==> config.mk <==
export PLATFORM = sky130hd
export DESIGN_NAME = mxint8_add_sub_sched
export DESIGN_NICKNAME = d
export VERILOG_FILES = /design/src/rtl/mxint8_add_sub_sched_pkg.sv /design/src/rtl/mxint8_add_sub.sv /design/src/rtl/mxint8_add_sub_sched.sv
export SDC_FILE = /design/constraint.sdc
export NUM_CORES = 1
export LEC_CHECK = 0
export ABC_AREA = 1
export CORE_MARGIN = 2
export CORE_UTILIZATION = 30
export CTS_CLUSTER_SIZE = 12
export DETAILED_ROUTE_END_ITERATION = 16
export PLACE_DENSITY = 0.63
export SLEW_MARGIN = 20
export SYNTH_ARGS = -nofsm -noshare
export SYNTH_HDL_FRONTEND = slang
export SYNTH_HIERARCHICAL = 1
export SYNTH_SLANG_ARGS = --single-unit
==> constraint.sdc <==
create_clock -name i_clk -period 18 [get_ports i_clk]
set_input_delay 3.6 -clock i_clk [delete_from_list [all_inputs] [get_ports i_clk]]
set_output_delay 3.6 -clock i_clk [all_outputs]
set_load 0.02 [all_outputs]
==> src/rtl/mxint8_add_sub_sched_pkg.sv <==
// Shared definitions for the MXINT8 add/sub scheduler slice.
// - Block format constants: scale width, element width, elements per block,
//   requester id width.
// - op_t: one operation as stored in pipeline stage S1.
// - sat_element: clamps a widened lane result back into a signed element.
package mxint8_add_sub_sched_pkg;

  localparam int SCALE_WIDTH          = 8;
  localparam int MXINT8_ELEMENT_WIDTH = 8;
  localparam int BLOCK_SIZE           = 4;
  localparam int MXINT8_REQ_ID_WIDTH  = 1;

  localparam int ELEMENTS_WIDTH = MXINT8_ELEMENT_WIDTH * BLOCK_SIZE;
  // Two extra bits hold any sum or difference of two aligned elements.
  localparam int SUM_WIDTH      = MXINT8_ELEMENT_WIDTH + 2;

  typedef struct packed {
    logic                           is_add;
    logic [SCALE_WIDTH-1:0]         scale_a;
    logic [ELEMENTS_WIDTH-1:0]      elements_a;
    logic [SCALE_WIDTH-1:0]         scale_b;
    logic [ELEMENTS_WIDTH-1:0]      elements_b;
    logic [MXINT8_REQ_ID_WIDTH-1:0] id;
  } op_t;

  // Saturate a signed lane result to the signed element range.
  function automatic logic [MXINT8_ELEMENT_WIDTH-1:0] sat_element(
    input logic signed [SUM_WIDTH-1:0] v
  );
    logic signed [SUM_WIDTH-1:0] max_v;
    logic signed [SUM_WIDTH-1:0] min_v;
    max_v = {{(SUM_WIDTH-MXINT8_ELEMENT_WIDTH+1){1'b0}}, {(MXINT8_ELEMENT_WIDTH-1){1'b1}}};
    min_v = {{(SUM_WIDTH-MXINT8_ELEMENT_WIDTH+1){1'b1}}, {(MXINT8_ELEMENT_WIDTH-1){1'b0}}};
    if (v > max_v) begin
      sat_element = {1'b0, {(MXINT8_ELEMENT_WIDTH-1){1'b1}}};
    end else if (v < min_v) begin
      sat_element = {1'b1, {(MXINT8_ELEMENT_WIDTH-1){1'b0}}};
    end else begin
      sat_element = v[MXINT8_ELEMENT_WIDTH-1:0];
    end
  endfunction

endpackage

==> src/rtl/mxint8_add_sub.sv <==
// Combinational MXINT8 block add/subtract.
// Both blocks are aligned to the larger scale: elements of the block with the
// smaller scale are arithmetically shifted right by the scale difference
// (shifts of element-width-1 or more leave only the sign). Each lane then
// computes A+B or A-B and saturates to the signed element range. The result
// scale is the larger input scale.
// Ports:
//   i_is_add      1 = A+B, 0 = A-B
//   i_scale_a/b   shared scale of block A / B
//   i_elements_a/b  packed signed elements, lane k at [k*EW +: EW]
//   o_scale       result scale
//   o_elements    result elements
module mxint8_add_sub
  import mxint8_add_sub_sched_pkg::*;
(
  input  logic                      i_is_add,
  input  logic [SCALE_WIDTH-1:0]    i_scale_a,
  input  logic [ELEMENTS_WIDTH-1:0] i_elements_a,
  input  logic [SCALE_WIDTH-1:0]    i_scale_b,
  input  logic [ELEMENTS_WIDTH-1:0] i_elements_b,
  output logic [SCALE_WIDTH-1:0]    o_scale,
  output logic [ELEMENTS_WIDTH-1:0] o_elements
);

  localparam int EW  = MXINT8_ELEMENT_WIDTH;
  localparam int SHW = $clog2(EW);

  logic [SCALE_WIDTH-1:0] scale_max;
  logic [SCALE_WIDTH-1:0] diff_a;
  logic [SCALE_WIDTH-1:0] diff_b;
  logic [SHW-1:0]         shift_a;
  logic [SHW-1:0]         shift_b;

  assign scale_max = (i_scale_a >= i_scale_b) ? i_scale_a : i_scale_b;
  assign diff_a    = scale_max - i_scale_a;
  assign diff_b    = scale_max - i_scale_b;

  // Cap the shift: beyond EW-1 every bit is already the sign.
  assign shift_a = (diff_a >= SCALE_WIDTH'(EW-1)) ? SHW'(EW-1) : diff_a[SHW-1:0];
  assign shift_b = (diff_b >= SCALE_WIDTH'(EW-1)) ? SHW'(EW-1) : diff_b[SHW-1:0];

  assign o_scale = scale_max;

  for (genvar k = 0; k < BLOCK_SIZE; k++) begin : g_lane
    logic signed [EW-1:0]        a_al;
    logic signed [EW-1:0]        b_al;
    logic signed [SUM_WIDTH-1:0] a_ext;
    logic signed [SUM_WIDTH-1:0] b_ext;
    logic signed [SUM_WIDTH-1:0] sum;

    assign a_al  = $signed(i_elements_a[k*EW +: EW]) >>> shift_a;
    assign b_al  = $signed(i_elements_b[k*EW +: EW]) >>> shift_b;
    assign a_ext = {{(SUM_WIDTH-EW){a_al[EW-1]}}, a_al};
    assign b_ext = {{(SUM_WIDTH-EW){b_al[EW-1]}}, b_al};
    assign sum   = i_is_add ? (a_ext + b_ext) : (a_ext - b_ext);
    assign o_elements[k*EW +: EW] = sat_element(sum);
  end

endmodule

==> src/rtl/mxint8_add_sub_sched.sv <==
// Two-requester scheduler around one shared mxint8_add_sub datapath.
// Requests are arbitrated (round-robin or fixed priority, R0 first), the
// winner is registered into S1, the datapath works from S1 and its result is
// registered into S2, which drives the result stream.
//
// Handshakes: a transfer happens on a rising edge where valid and ready are
// both high. Requesters hold valid and operands until they see ready; ready
// is only ever high for one requester per cycle. The result side holds
// o_valid and all result fields stable while o_valid is high and i_ready low.
//
// Ports:
//   i_clk, i_rst_n            clock, asynchronous active-low reset
//   i_rN_valid / o_rN_ready   request handshake, N = 0, 1
//   i_rN_is_add               1 = A+B, 0 = A-B
//   i_rN_scale_a/b, i_rN_elements_a/b  operand blocks
//   o_valid / i_ready         result handshake
//   o_id                      requester that issued the result
//   o_scale, o_elements       result block
//   o_busy                    S1 or S2 holds an operation
//   o_op_count                results handed off (wraps)
module mxint8_add_sub_sched
  import mxint8_add_sub_sched_pkg::*;
#(
  parameter bit RR_ENABLE   = 1'b1,
  parameter int COUNT_WIDTH = 16
) (
  input  logic                           i_clk,
  input  logic                           i_rst_n,
  input  logic                           i_r0_valid,
  output logic                           o_r0_ready,
  input  logic                           i_r0_is_add,
  input  logic [SCALE_WIDTH-1:0]         i_r0_scale_a,
  input  logic [ELEMENTS_WIDTH-1:0]      i_r0_elements_a,
  input  logic [SCALE_WIDTH-1:0]         i_r0_scale_b,
  input  logic [ELEMENTS_WIDTH-1:0]      i_r0_elements_b,
  input  logic                           i_r1_valid,
  output logic                           o_r1_ready,
  input  logic                           i_r1_is_add,
  input  logic [SCALE_WIDTH-1:0]         i_r1_scale_a,
  input  logic [ELEMENTS_WIDTH-1:0]      i_r1_elements_a,
  input  logic [SCALE_WIDTH-1:0]         i_r1_scale_b,
  input  logic [ELEMENTS_WIDTH-1:0]      i_r1_elements_b,
  output logic                           o_valid,
  input  logic                           i_ready,
  output logic [MXINT8_REQ_ID_WIDTH-1:0] o_id,
  output logic [SCALE_WIDTH-1:0]         o_scale,
  output logic [ELEMENTS_WIDTH-1:0]      o_elements,
  output logic                           o_busy,
  output logic [COUNT_WIDTH-1:0]         o_op_count
);

  logic                      s1_v;
  op_t                       s1_op;
  logic                      s2_v;
  logic                      rr_ptr;
  logic                      adv1;
  logic                      adv2;
  logic [1:0]                grant;
  logic                      take;
  op_t                       req_op;
  logic [SCALE_WIDTH-1:0]    dp_scale;
  logic [ELEMENTS_WIDTH-1:0] dp_elements;

  // S2 can load when empty or draining; S1 can load when empty or moving on.
  assign adv2 = !s2_v || i_ready;
  assign adv1 = !s1_v || adv2;

  // On a tie, round-robin grants the requester that did not win last;
  // the pointer resets to 0 so R1 takes the first tie.
  always_comb begin
    grant = 2'b00;
    if (i_r0_valid && i_r1_valid) begin
      if (RR_ENABLE && !rr_ptr) begin
        grant = 2'b10;
      end else begin
        grant = 2'b01;
      end
    end else if (i_r0_valid) begin
      grant = 2'b01;
    end else if (i_r1_valid) begin
      grant = 2'b10;
    end
  end

  assign o_r0_ready = grant[0] && adv1 && i_rst_n;
  assign o_r1_ready = grant[1] && adv1 && i_rst_n;
  assign take       = o_r0_ready || o_r1_ready;

  always_comb begin
    req_op = '0;
    if (grant[1]) begin
      req_op.is_add     = i_r1_is_add;
      req_op.scale_a    = i_r1_scale_a;
      req_op.elements_a = i_r1_elements_a;
      req_op.scale_b    = i_r1_scale_b;
      req_op.elements_b = i_r1_elements_b;
      req_op.id         = MXINT8_REQ_ID_WIDTH'(1);
    end else begin
      req_op.is_add     = i_r0_is_add;
      req_op.scale_a    = i_r0_scale_a;
      req_op.elements_a = i_r0_elements_a;
      req_op.scale_b    = i_r0_scale_b;
      req_op.elements_b = i_r0_elements_b;
      req_op.id         = MXINT8_REQ_ID_WIDTH'(0);
    end
  end

  mxint8_add_sub u_add_sub (
    .i_is_add     (s1_op.is_add),
    .i_scale_a    (s1_op.scale_a),
    .i_elements_a (s1_op.elements_a),
    .i_scale_b    (s1_op.scale_b),
    .i_elements_b (s1_op.elements_b),
    .o_scale      (dp_scale),
    .o_elements   (dp_elements)
  );

  always_ff @(posedge i_clk or negedge i_rst_n) begin
    if (!i_rst_n) begin
      s1_v       <= 1'b0;
      s1_op      <= '0;
      s2_v       <= 1'b0;
      o_id       <= '0;
      o_scale    <= '0;
      o_elements <= '0;
      rr_ptr     <= 1'b0;
      o_op_count <= '0;
    end else begin
      if (adv1) begin
        s1_v <= take;
        if (take) begin
          s1_op <= req_op;
        end
      end
      // S2 follows S1 whenever it may advance; an empty S1 clears it.
      if (adv2) begin
        s2_v <= s1_v;
        if (s1_v) begin
          o_id       <= s1_op.id;
          o_scale    <= dp_scale;
          o_elements <= dp_elements;
        end
      end
      if (take) begin
        rr_ptr <= grant[1];
      end
      if (s2_v && i_ready) begin
        o_op_count <= o_op_count + COUNT_WIDTH'(1);
      end
    end
  end

  assign o_valid = s2_v;
  assign o_busy  = s1_v || s2_v;

endmodule
==> Yosys cells after proc, flatten, opt, wreduce, memory -nomap -nowiden <==
Index checks and enable logic that the tools add are counted.
{ "classes": {"add_sub_neg": 11, "magnitude_cmp": 11, "shift": 8, "mux": 20, "reduce_logical": 14} }
{ "ops": {"columns": ["cell", "n"], "rows": [
  ["$mux 82", 1],
  ["$mux 8", 9],
  ["$sshr 8x3->8", 8],
  ["$gt 10x8->1 const B", 4],
  ["$lt 10x8->1 const B", 4],
  ["$mux 10", 4],
  ["$add 8x8->9", 4],
  ["$sub 8x8->9", 4],
  ["$add 16x1->16 const B", 1],
  ["$ge 8x3->1 const B", 2],
  ["$sub 8x8->8", 2],
  ["$ge 8x8->1", 1],
  ["$mux 2", 4],
  ["$logic_and 1x1->1", 6],
  ["$mux 3", 2],
  ["$logic_or 1x1->1", 4],
  ["$reduce_and 2->1", 2],
  ["$logic_not 1->1", 2]
]} }
{ "word_totals": {"reg_bits": 142, "inputBits": 167, "output_inout_bits": 61, "word_cells": 77} }

==> Depth between registers and ports, before layout <==
Gate-level depths: netlist (run 1).
{ "logic_depth": {"word_depth": 11, "depth_mapped": 50, "depth_no_buf": 48} }

==> By module <==
Netlist (run 1), hierarchy kept.
{ "modules_own_cells": {"columns": ["mod", "instances", "cells_each", "area_each_um2", "seq_area_each_um2"], "rows": [
  ["mxint8_add_sub_sched", 1, 820, 6701.4, 3553.4],
  ["mxint8_add_sub", 1, 1013, 5504.0, 0.0]
]} }

==> Least setup slack after synthesis (run 1) <==
No wires, ideal clock.
{ "synth_timing": {"kind": "input to output", "start": "in i_r0_valid", "end": "out o_r1_ready", "arrival_time_ns": 4.339, "required_time_ns": 14.400, "setup_slack_ns": 10.061, "cell_stages": 7, "path_buffers": 2, "path_cell_list": "nand2_1 -> nand2_1 -> inv_2 -> nand2_4 -> buf_6 -> buf_2 -> inv_1"} }
{ "synth_between": {"elab_chain_len": 4, "elab_cells_between_ends": 5, "classes_between": "2 x mux; 3 x reduce/logical"} }
{ "synth_rtl": {"columns": ["element", "line_no", "text"], "rows": [
  ["start, declared", "mxint8_add_sub_sched.sv:29", "input logic i_r0_valid,"],
  ["$mux 2 or $logic_and 1x1->1 (tied branches)", "mxint8_add_sub_sched.sv:78, mxint8_add_sub_sched.sv:72", null],
  ["$mux 2 (*)", "mxint8_add_sub_sched.sv:72", "if (i_r0_valid && i_r1_valid) begin"],
  ["$logic_and 1x1->1 (*) (2 in a row)", "mxint8_add_sub_sched.sv:86", "assign o_r1_ready = grant[1] && adv1 && i_rst_n;"],
  ["end, declared", "mxint8_add_sub_sched.sv:37", "output logic o_r1_ready,"]
]} }
Mark *: on every way between the ends. The rest lies on a longest branch, timed or not.

==> Final worst setup path (run 1) <==
{ "layout_timing": {"start": "in i_r0_valid", "end": "out o_r0_ready"} }
{ "layout_between": {"elab_chain_len": 4, "elab_cells_between_ends": 5, "classes_between": "2 x mux; 3 x reduce/logical"} }
{ "layout_rtl": {"columns": ["element", "line_no", "text"], "rows": [
  ["$mux 2 or $logic_and 1x1->1 (tied branches)", "mxint8_add_sub_sched.sv:78, mxint8_add_sub_sched.sv:72", null],
  ["$mux 2 (*)", "mxint8_add_sub_sched.sv:72", null],
  ["$logic_and 1x1->1 (*) (2 in a row)", "mxint8_add_sub_sched.sv:85", "assign o_r0_ready = grant[0] && adv1 && i_rst_n;"],
  ["end, declared", "mxint8_add_sub_sched.sv:30", "output logic o_r0_ready,"]
]} }
Marks and branches as above.

==> out/qor.csv, run 1 <==
metric;value;unit
outcome;completed;
final instance area;0.01541;mm2
Worst VDD drop;0.09550;mV
top cell type's share of synthesized area;29.11;%
vias in the first global route;10948;
Starting Density;30.58;%
WP buf/inv;5;
Seq cells post-synth;142;
Post-DP Area;0.01475;mm2
Post-synth ARST share;100.0;%
clk sinks;142;
xor/xnor share of the synthesized area;4.521;%
hold bufs inserted after CTS;0;
drt wl/cell;13.82;um
Max FO, Critical Path;85;
H-tree depth;4;
internal power component;1583;uW
most common cell in the netlist;nand2_1;
Via Count;11767;
layout cells sized above 1;8.164;%
Synth area leaders;dfrtp_1, nand2_1, nand3_1;
syn_area_per_cell;6.659;um2
delay-heaviest family, CP;buffers and inverters;
core region area;0.03991;mm2
Comb power frac;71.0;%
Seq pwr share;16.5;%
Clock Tree Buf Depth;2;
GR met3 Demand/Resource;2.091;%
max-slew violations;0;
simple-gate portion of the synthesized area;38.04;%
max-cap violation count;0;
Diodes inserted;0;
largest area contributor in the netlist;dfrtp_1;
total power;3165;uW
mapped cell area;0.01221;mm2
leakage;0.008057;uW
EDFF count, synth;0;
Ports;228;
synthesis-to-layout area growth;26.28;%
Synth warnings;6;
Detail Route Antenna Nets;0;
clk_lat worst skew;430;ps
Max stage delay cell, worst path;clkdlybuf4s50_1;
final cycle utilization of the critical path;54.30;%
Data required, critical path;14400;ps
GR peak layer;met2;
Startpoint Class;primary input;
minimum clock period;9774;ps
total gr overflow;0;
CP peak stage delay;620;ps
Clock Skew;10.82;ps
RD Place Congestion;0.8577;
clock-pin slew on the worst setup and hold paths;60;ps
post-synthesis cell count;1833;
Sw Share;49.99;%
actual slew at the worst max-slew pin;960.0;ps
arrival time worst endpoint;6170;ps
main combinational cell family by area after synthesis;simple AND/OR/NAND/NOR gates;
first-pass GRT wire length;57.07;mm
post-cts sizing count;0;
Port-buffer cells;227;
fillcell total;4220;
DRT Pass-1 Iters;5;
Multi-input gate area;0.007498;mm2
register area;0.003553;mm2
gr usage total;16.76;%
pin count of the biggest net entering global routing;86;
via/cell ratio;4.622;
Sw Pwr;1582;uW
FP Rows;73;
Max Clk Rate;102.3;MHz
Post-CTS Setup Bufs;0;
CTS tree;yes;
Crit. End Element;primary output;
post-synthesis adder-cell area fraction;6.725;%
Clock Power Share;12.5;%
final hold viol count;0;
Final Net Count;2237;
post-synth net total;2062;
ys flop type;dfrtp_1;
synth unique cells;40;
Die Wd;205.7;um
Root Buffer;clkbuf_16;
met2 Track Usage GR;25.95;%
DR DRC count;0;
slew margin rel.;35.85;%
GRT met1 Usage;24.53;%
RSZ-0062 raised after global routing;no;
post-synthesis compound-gate area fraction;8.314;%
Iteration-0 DRC Markers;651;
crit-path cells;clkdlybuf4s50_1 -> nand2_1 -> nand2_2 -> buf_4 -> nand3_4 -> buf_4 -> inv_1 -> clkdlybuf4s50_1;
Post-synth top cells;nand2_1, inv_1, nand3_1, dfrtp_1, o21ai_0;
TNS Setup;0;ps
crit path kind;primary input to primary output;
pwr dens;205.3;mW/mm2
mux share of post-synthesis cell area;3.690;%
CTS buffer count;17;
class of the worst hold path;register to register;
Total Wirelength;35.18;mm
antenna violations before repair;0;
register area share after synthesis;29.11;%
setup violators final;0;
Die Area;0.04231;mm2
hpwl dp;27.47;mm
die height;205.7;um
[sequential cells by signal, indices dropped and copies added, names as in the netlist]
register and cells:
s1_op 82, rr_ptr 1, o_elements 32, o_op_count 16, o_id 1, o_valid 1, s1_v 1, o_scale 8
[power by group through the flow]
stage	sequential [uW]	combinational (uW)	clock (uW)
after detailed placement	529	2250	0
after global placement	526	2200	0
final	522	2250	396
after global routing	539	2560	420
after CTS	523	2260	407
after floorplan	563	1670	0
[area by class of cell]
type	instances	area share, %
Clock inverter	14	1.396
Timing Repair Buffer	237	15.24
Sequential cell	142	23.05
Inverter	187	4.554
Multi-Input combinational cell	1423	48.65
Clock buffer	18	2.849
Tap cell	525	4.262
[stage by stage]
step	setup WS (ps)	util [%]	hold slack (ps)	std cells
after global placement	8161	36.96	474.3	2514
after floorplan	10060	-	442.2	1833
after CTS	8159	38.60	488.2	2546
after global routing	7974	38.62	494.3	2546
final	8226	38.62	485.0	2546
after detailed placement	8170	36.96	473.5	2514
[layout by cell type (no fill, tap or decap), types with 7 or more instances in the layout]
master             n
nand2_1          792
clkdlybuf4s50_1  226
inv_1            179
nand3_1          168
dfrtp_1          142
o21ai_0           67
ha_1              56
a21oi_1           49
xor2_1            45
mux2_2            40
nor2_1            38
nand2_2           29
xnor2_1           18
clkbuf_16         17
o211ai_1          16
o21ai_1           15
o21bai_1          13
buf_4             10
nand3_2           10
inv_2              8
nand4_1            8
nor2_2             8
nand3_4            7
[routing by layer]
layer	routed length (um)	up-vias
met5	0	-
met4	504	0
met3	1225	22
met2	15740	216
met1	17710	5377
li1	-	6152
[logic make-up after synthesis]
group / count (synthesis)
AOI/OAI and AO/OA: 176
and+or+nand+nor: 1082
buffers and inverters: 268
DFF: 142
xor gates and xnor gates: 63
muxes: 40
adders and majority gates: 62
[path summary, 6_finish.rpt]
kind,start,end,slack (ps),depth (start not counted)
worst max-delay path,i_r0_valid,o_r0_ready,8230,8
worst min-delay path,o_id,o_id,490,2
worst max register to register,s1_op[78],o_elements[18],9690,33
worst min register to register,o_id,o_id,490,2
max in group asynchronous,i_rst_n,s1_op[3],13880,2
min in group asynchronous,i_rst_n,o_elements[20],3020,1
[tightest hold or removal path, stage by stage, from the launching register on]
cell     delay [ps]
dfrtp_1         340
nand2_1          50
o21ai_0          60
Note: power is estimated with default switching activity, not from simulation.
==> run 2, diff against run 1 <==
==> constraint.sdc (replaced) <==
create_clock -name i_clk -period 9.8 [get_ports i_clk]
set_input_delay 1.96 -clock i_clk [delete_from_list [all_inputs] [get_ports i_clk]]
set_output_delay 1.96 -clock i_clk [all_outputs]
set_load 0.02 [all_outputs]
==> out/qor.csv, run 2 (synthesis gave the netlist of run 1 again) <==
metric;value;unit;change
hold bufs inserted after CTS;0;;unchanged
Data required, critical path;10110;ps;was 14400 ps
CP peak stage delay;640;ps;was 620 ps
Clock Tree Buf Depth;2;;unchanged
RSZ-0062 raised after global routing;no;;unchanged
gr usage total;16.84;%;was 16.76%
slew margin rel.;31.87;%;was 35.85%
Post-DP Area;0.01475;mm2;about the same
Comb power frac;71.6;%;was 71.0%
commonest non-fill, non-tap cells in the layout;nand2_1, clkdlybuf4s50_1, inv_1;;unchanged
Worst VDD drop;0.1599;mV;was 0.09550 mV
Via Count;11840;;was 11767
pwr dens;378.2;mW/mm2;was 205.3 mW/mm2
drt wl/cell;13.97;um;was 13.82 um
max-cap violation count;0;;unchanged
hpwl dp;27.88;mm;was 27.47 mm
Top Registers;s1_op (82), o_elements (32), o_op_count (16);;unchanged
antenna violations before repair;0;;unchanged
commonest non-fill, non-tap cell in the layout;nand2_1;;unchanged
Final Net Count;2236;;was 2237
Multi-input gate area;0.007498;mm2;unchanged
setup violators final;0;;unchanged
actual slew at the worst max-slew pin;1018;ps;was 960.0 ps
minimum clock period;7826;ps;
clock-pin slew on the worst setup and hold paths;60;ps;about the same
DP Cell Count;2513;;was 2514
CTS buffer count;17;;unchanged
Detail Route Antenna Nets;0;;unchanged
hold path start;rr_ptr;;was o_id
DRT Pass-1 Iters;5;;unchanged
Max stage delay cell, worst path;inv_1;;was clkdlybuf4s50_1
FP Rows;73;;unchanged
Startpoint Class;register;;was primary input
final instance area;0.01537;mm2;was 0.01541 mm2
FF-to-FF path depth;33;;unchanged
internal power component;2899;uW;was 1583 uW
Largest Register;s1_op;;unchanged
max FFs per register;82;;unchanged
Clock Skew;8.973;ps;was 10.82 ps
via/cell ratio;4.656;;was 4.622
vias in the first global route;11111;;was 10948
outcome;completed;;unchanged
H-tree depth;4;;unchanged
pin count of the biggest net entering global routing;86;;unchanged
Seq pwr share;16.5;%;about the same
cell repeated most along the worst path;o21ai_0;;
RD Place Congestion;0.9206;;was 0.8577
register area;0.003553;mm2;unchanged
core region area;0.03991;mm2;unchanged
Iteration-0 DRC Markers;792;;was 651
Port-buffer cells;227;;unchanged
Die Area;0.04231;mm2;unchanged
Diodes inserted;0;;unchanged
arrival time worst endpoint;8130;ps;was 6170 ps
worst reg2reg startpoint;s1_op[80];;was s1_op[78]
Max FO, Critical Path;33;;was 85
total gr overflow;0;;unchanged
final cycle utilization of the critical path;79.85;%;
crit path kind;register to register;;was primary input to primary output
die height;205.7;um;unchanged
FF-to-FF End;o_elements[28];;was o_elements[18]
leakage;0.008029;uW;was 0.008057 uW
class of the worst hold path;register to register;;unchanged
Post-CTS Setup Bufs;0;;unchanged
final hold viol count;0;;unchanged
Total Wirelength;35.51;mm;was 35.18 mm
TNS Setup;0;ps;unchanged
Crit. End Element;register;;was primary output
clk sinks;142;;unchanged
fillcell total;4177;;was 4220
worst hold endpoint;rr_ptr;;was o_id
Ports;228;;unchanged
WHS Path Cells;2;;unchanged
max-slew violations;0;;unchanged
Sw Share;50.11;%;was 49.99%
synthesis-to-layout area growth;25.89;%;was 26.28%
Clock Power Share;11.9;%;was 12.5%
Root Buffer;clkbuf_16;;unchanged
Starting Density;30.58;%;unchanged
DR DRC count;0;;unchanged
final std cells w/o fill;2543;;was 2546
Sw Pwr;2913;uW;was 1582 uW
CTS tree;yes;;unchanged
first-pass GRT wire length;57.52;mm;was 57.07 mm
Max Clk Rate;127.8;MHz;
clk_lat worst skew;430;ps;about the same
Worst R2R Setup Slack;1970;ps;was 9690 ps
Die Wd;205.7;um;unchanged
post-cts sizing count;0;;unchanged
layout cells sized above 1;7.830;%;was 8.164%
[run 2: cell count changes in the layout (fill, tap and decap cells not counted), sizes merged]
cell,previous run,this run
clkbuf,18,24
clkinvlp,2,1
inv,188,187
buf,11,10
bufinv,5,4
clkinv,6,1
[run 2: through the flow]
stage	utilization [%]	power, uW	setup WS (ps)	hold slack [ps]
after CTS	38.48	5845	2098	480.8
final	38.50	5812	1974	476.9
after detailed placement	36.95	5119	2115	465.4
after global routing	38.50	6490	1111	516.9
after floorplan	-	4097	3567	442.2
after global placement	36.95	5019	2415	466.4
[run 2: cell type report]
type / count / area share [%]
multi-input combinational: 1423 / 48.80
sequential: 142 / 23.13
timing repair buffer: 236 / 15.23
inverter: 187 / 4.568
tap: 525 / 4.275
clock buffer: 24 / 3.135
clock inverter: 6 / 0.8631
[run 2: power groups by stage]
stage | Combinational, uW | Sequential, uW | Clock [uW]
detailed placement | 4150 | 974 | 0
finish | 4160 | 960 | 692
CTS | 4170 | 963 | 711
global placement | 4050 | 969 | 0
floorplan | 3060 | 1030 | 0
global route | 4770 | 990 | 731
[run 2: critical path, delay by kind of cell, from the launching register on]
kind | cells | cell delay, ps
AO/OA/AOI/OAI | 12 | 2330
AND/OR/NAND/NOR | 11 | 1870
multiplexers | 1 | 260
adder cells (fa/ha/maj) | 5 | 1680
XOR/XNOR | 1 | 280
buffers and inverters | 3 | 820
flip-flops | 1 | 450
[run 2: how the worst max path moves through the flow]
stage / depth (start not counted) / slack [ps] / end / startpoint
after floorplan: 38 / 3570 / o_elements[16] / s1_op[80]
after global placement: 33 / 2420 / o_elements[10] / s1_op[80]
after detailed placement: 33 / 2120 / o_elements[28] / s1_op[80]
after CTS: 33 / 2100 / o_elements[28] / s1_op[80]
after global routing: 33 / 1110 / o_elements[3] / s1_op[80]
final: 33 / 1970 / o_elements[28] / s1_op[80]
[run 2: routing by layer]
metal,routed length [um],GRT usage [%],vias up,part of all wire [%]
met1,17150,23.84,5422,48
met3,1690,2.075,27,4.8
met4,448,4.214,0,1.3
li1,-,-,6139,-
met2,16220,27.09,252,46
met5,0,0,-,0
==> patch 1, RTL diff (config.mk and constraints of run 1) <==
Set the parameter `RR_ENABLE` to 1'b0 (it was 1'b1).
--- a/src/rtl/mxint8_add_sub_sched.sv
+++ b/src/rtl/mxint8_add_sub_sched.sv
@@ -22,5 +22,5 @@
   import mxint8_add_sub_sched_pkg::*;
 #(
-  parameter bit RR_ENABLE   = 1'b1,
+  parameter bit RR_ENABLE   = 1'b0,
   parameter int COUNT_WIDTH = 16
 ) (
Formal check against the unedited RTL: not equivalent (Yosys sat finds a counterexample within 4 cycles, from zero or initial values and one cycle with i_rst_n low).
==> patch 1 against run 1 <==
  * Worst setup slack gained 1.0 ns
  * Synthesized cell count down 5.6%
  * Cell area is 1.9% lower
  * Maximum frequency is 12% higher
  * Wire length down 7.8%
  * Sequential cell count decreased by 1
  * Sequential share of layout area grew 0.28 points
  * Synthesized area shrank 2.2%
  * Largest cell class unchanged
  * Highest routed layer unchanged
  * Power fell by 27%
  * Utilization down 0.29 points
==> patch 1: results (changes against run 1) <==
status - completed
Final Worst Setup Slack - 9.25 ns (+1.03 ns)
Worst R2R Path Depth - 35 (+6.1%)
GP Congestion - 0.891 (+3.8%)
met3 usage in global routing - 2.27% (+0.18 points)
Post-Synth XOR/XNOR Area - 4.70% (+0.18 points)
distinct cell type count after synthesis - 41 (+2.5%)
top post-synthesis cells by area - dfrtp_1 30%, nand2_1 17%, o21ai_0 8.9%
wire length of the first global-routing pass - 53000 um (-7.2%)
GR Util met2 - 25.0% (-0.91 points)
drt wl/cell - 13.2 um (-4.3%)
DRT iter0 DRCs - 608 (-6.6%)
Async SR Flop Fraction - 100% (unchanged)
Seq/Total Area, Yosys - 29.6% (+0.46 points)
Endpoint, Worst Hold - s1_op[4]
Max rail drop VDD - 0.0740 mV (-23%)
Leak - 7.64 nW (-5.1%)
Synth top cells by count - 542 x nand2_1, 256 x inv_1, 213 x o21ai_0
Fill cells - 4227 (+0.17%)
GRT Util Overall - 15.8% (-0.95 points)
RR Startpoint - s1_op[80]
Synth Area in Compound Gates - 15.4% (+7.1 points)
Nets - 2142 (-4.2%)
largest net degree at the start of global routing - 113 (+31%)
clk_skew - 0.0123 ns (+0.00146 ns)
Worst path max stage delay - 0.59 ns (-0.03 ns)
Psw - 1.07 mW (-32%)
Hold Startpoint - s1_op[4]
hpwl dp - 26200 um (-4.6%)
arrival time worst endpoint - 5.15 ns (-1.02 ns)
initial antenna violation count - 1 (+1)
average size of a mapped cell - 6.89 sq um (+3.5%)
share of post-route cells with drive strength above 1 - 8.20% (+0.039 points)
M1 GR Usage - 22.4% (-2.2 points)
dpl ws - 9.24 ns (+1.07 ns)
flop2flop setup slack - 10.02 ns (+0.33 ns)
multiplexer area fraction after synthesis - 3.78% (+0.085 points)
slew margin rel. - 33.8% (-2.1 points)
Routed WL - 32400 um (-7.8%)
Post-Synth Adder-Cell Area - 6.88% (+0.15 points)
synthesized netlist net count - 1960 (-4.9%)
Min Hold Slack - 0.483 ns (-0.00215 ns)
Critical Path Fanout Max - 2 (-98%)
placed cell count - 2419 (-3.8%)
==> patch 1: worst max-delay path by stage <==
stage / cells past startpoint / end / startpoint
CTS: 8 / o_r1_ready / i_ready
finish: 8 / o_r1_ready / i_ready
global placement: 8 / o_r1_ready / i_ready
floorplan: 4 / o_r0_ready / i_ready
global route: 8 / o_r1_ready / i_ready
detailed placement: 8 / o_r1_ready / i_ready
==> patch 1: cell type report <==
type,instances,area (sq um),area share [%]
flip-flops and latches,141,3530,23.3
well taps,525,657,4.34
diodes,1,2.50,0.0165
multi-input cells,1256,6970,46.1
repair buffers,235,2330,15.4
inverters,262,983,6.50
clock inverters,14,208,1.37
clock buffers,18,439,2.90
==> patch 1: layer usage <==
layer	wire [um]	part of all wire [%]
met4	516	1.6
met5	0	0
met1	16200	50
met2	14300	44
met3	1390	4.3
==> patch 1: power by group through the flow <==
stage                     registers, mW  clock network, mW  logic (mW)
final                             0.473              0.390        1.46
after global routing              0.487              0.412        1.65
after CTS                         0.475              0.399        1.46
after detailed placement          0.480                  0        1.45
after global placement            0.476                  0        1.42
after floorplan                   0.524                  0        1.01
==> patch 1: per-stage QoR <==
stage | instance area [sq um] | utilization (%)
6_report | 15100 | 38.3
4_1_cts | 15100 | 38.3
5_1_grt | 15100 | 38.3
3_5_place_dp | 14500 | 36.7
2_1_floorplan | 11900 | -
3_3_place_gp | 14500 | 36.7
==> patch 1: tightest hold or removal path, stage by stage, from the launching register on <==
cell,delay [ns]
dfrtp_1,0.34
nand2_1,0.05
o21ai_0,0.06
==> patch 2, RTL diff (settings of run 1) <==
Made on the original files. Make the reset (`i_rst_n`) synchronous in one clocked block. Comments in the files are not updated.
--- a/src/rtl/mxint8_add_sub_sched.sv
+++ b/src/rtl/mxint8_add_sub_sched.sv
@@ -116,5 +116,5 @@
   );
 
-  always_ff @(posedge i_clk or negedge i_rst_n) begin
+  always_ff @(posedge i_clk) begin
     if (!i_rst_n) begin
       s1_v       <= 1'b0;
Check against the original RTL: differs if i_rst_n is asserted again (counterexample within 4 cycles, from zero or initial values and one cycle with i_rst_n low); with i_rst_n held inactive, the same outputs for 4 cycles.
==> patch 2 against run 1 <==
  * Worst setup slack improved by 0.53 ns
  * Register-to-register slack improved by 0.18 ns
  * Sequential cell count did not move
  * Wire length rose by 1.3%
  * Sequential share of layout area fell by 4.4 points
  * Synthesized area fell by 0.98%
  * Cell area fell by 1.3%
  * Synthesized cell count rose by 15%
  * Highest routed layer unchanged
Power is not compared: it rests on default switching activity, and its combinational part moved more than twofold at a synthesized area within 25%.
==> patch 2: results (changes against run 1) <==
status - completed
Hold Path Class - reg2reg
hpwl dp - 27500 um (+0.23%)
initial antenna violation count - 0 (unchanged)
post-CTS setup buffer count - 0 (unchanged)
met3 usage in global routing - 2.32% (+0.23 points)
Routed WL - 35600 um (+1.3%)
highest metal used - met4
actual slew at the worst max-slew pin - 0.971 ns (+0.0109 ns)
distinct cell type count after synthesis - 41 (+2.5%)
Nets - 2495 (+12%)
wire length of the first global-routing pass - 58000 um (+1.6%)
Critical Path Fanout Max - 39 (-54%)
average size of a mapped cell - 5.75 sq um (-14%)
vias in the first global route - 11900 (+8.2%)
Async SR Flop Fraction - 0% (-100 points)
Leak - 7.71 nW
M1 wire length - 16600 um (-6.6%)
largest net degree at the start of global routing - 96 (+12%)
Diodes inserted - 0 (unchanged)
top post-synthesis cells by area - nand2_1 24%, dfxtp_1 24%, nor2_1 9.1%
Primary FF master, synth - dfxtp_1
wire length on met3 - 1970 um (+61%)
Met2 Wirelength - 16400 um (+4.2%)
Area after DPL - 0.0146 sq mm (-0.85%)
Synth Area in Compound Gates - 10.7% (+2.4 points)
GRT Util Overall - 17.1% (+0.32 points)
clk_skew - 0.0177 ns (+0.00685 ns)
synthesized netlist net count - 2331 (+13%)
multiplexer area fraction after synthesis - 0% (-3.7 points)
Synth top cells by count - 780 x nand2_1, 294 x nor2_1, 264 x inv_1
DRT iter0 DRCs - 840 (+29%)
placed cell count - 2772 (+10%)
M1 GR Usage - 22.2% (-2.3 points)
Post-Synth Adder-Cell Area - 6.79% (+0.067 points)
drt wl/cell - 12.7 um (-8.0%)
IO Port Bufs - 227 (unchanged)
GR Util met2 - 29.3% (+3.3 points)
share of post-route cells with drive strength above 1 - 5.18% (-3.0 points)
CP max stage cell - clkdlybuf4s50_1
dpl ws - 8.73 ns (+0.559 ns)
GP Congestion - 0.879 (+2.4%)
Post-Synth XOR/XNOR Area - 3.99% (-0.53 points)
Resized Gates After CTS - 0 (unchanged)
via count - 12700 (+7.8%)
Seq/Total Area, Yosys - 23.5% (-5.6 points)
[patch 2: report_power, final]
part           total [mW]  internal [mW]  leakage [nW]  switching (mW)
logic               0.799          0.309          6.27           0.490
clock network       0.360          0.207         0.275           0.153
registers           0.363          0.341          1.17          0.0226
total                1.52          0.856          7.71           0.665
[patch 2: path summary, 6_finish.rpt]
check / slack [ns] / cells after the start / to / from
hold / removal: 0.47 / 2 / rr_ptr / rr_ptr
hold reg to reg: 0.47 / 2 / rr_ptr / rr_ptr
setup reg to reg: 9.87 / 37 / o_elements[3] / s1_op[34]
setup / recovery: 8.75 / 6 / o_r0_ready / i_r0_valid
[patch 2: area by class of cell]
type / count / area, sq um
flip-flops and latches: 142 / 2840
multi-input cells: 1597 / 7770
well taps: 525 / 657
fillers: 4358 / 24500
clock buffers: 18 / 429
clock inverters: 14 / 159
inverters: 271 / 1020
repair buffers: 237 / 2340
[patch 2: worst min-delay path, delay by kind of cell, from the launching register on]
kind             cells  cell delay (ns)
AND/OR/NAND/NOR      2             0.11
flip-flops           1             0.32
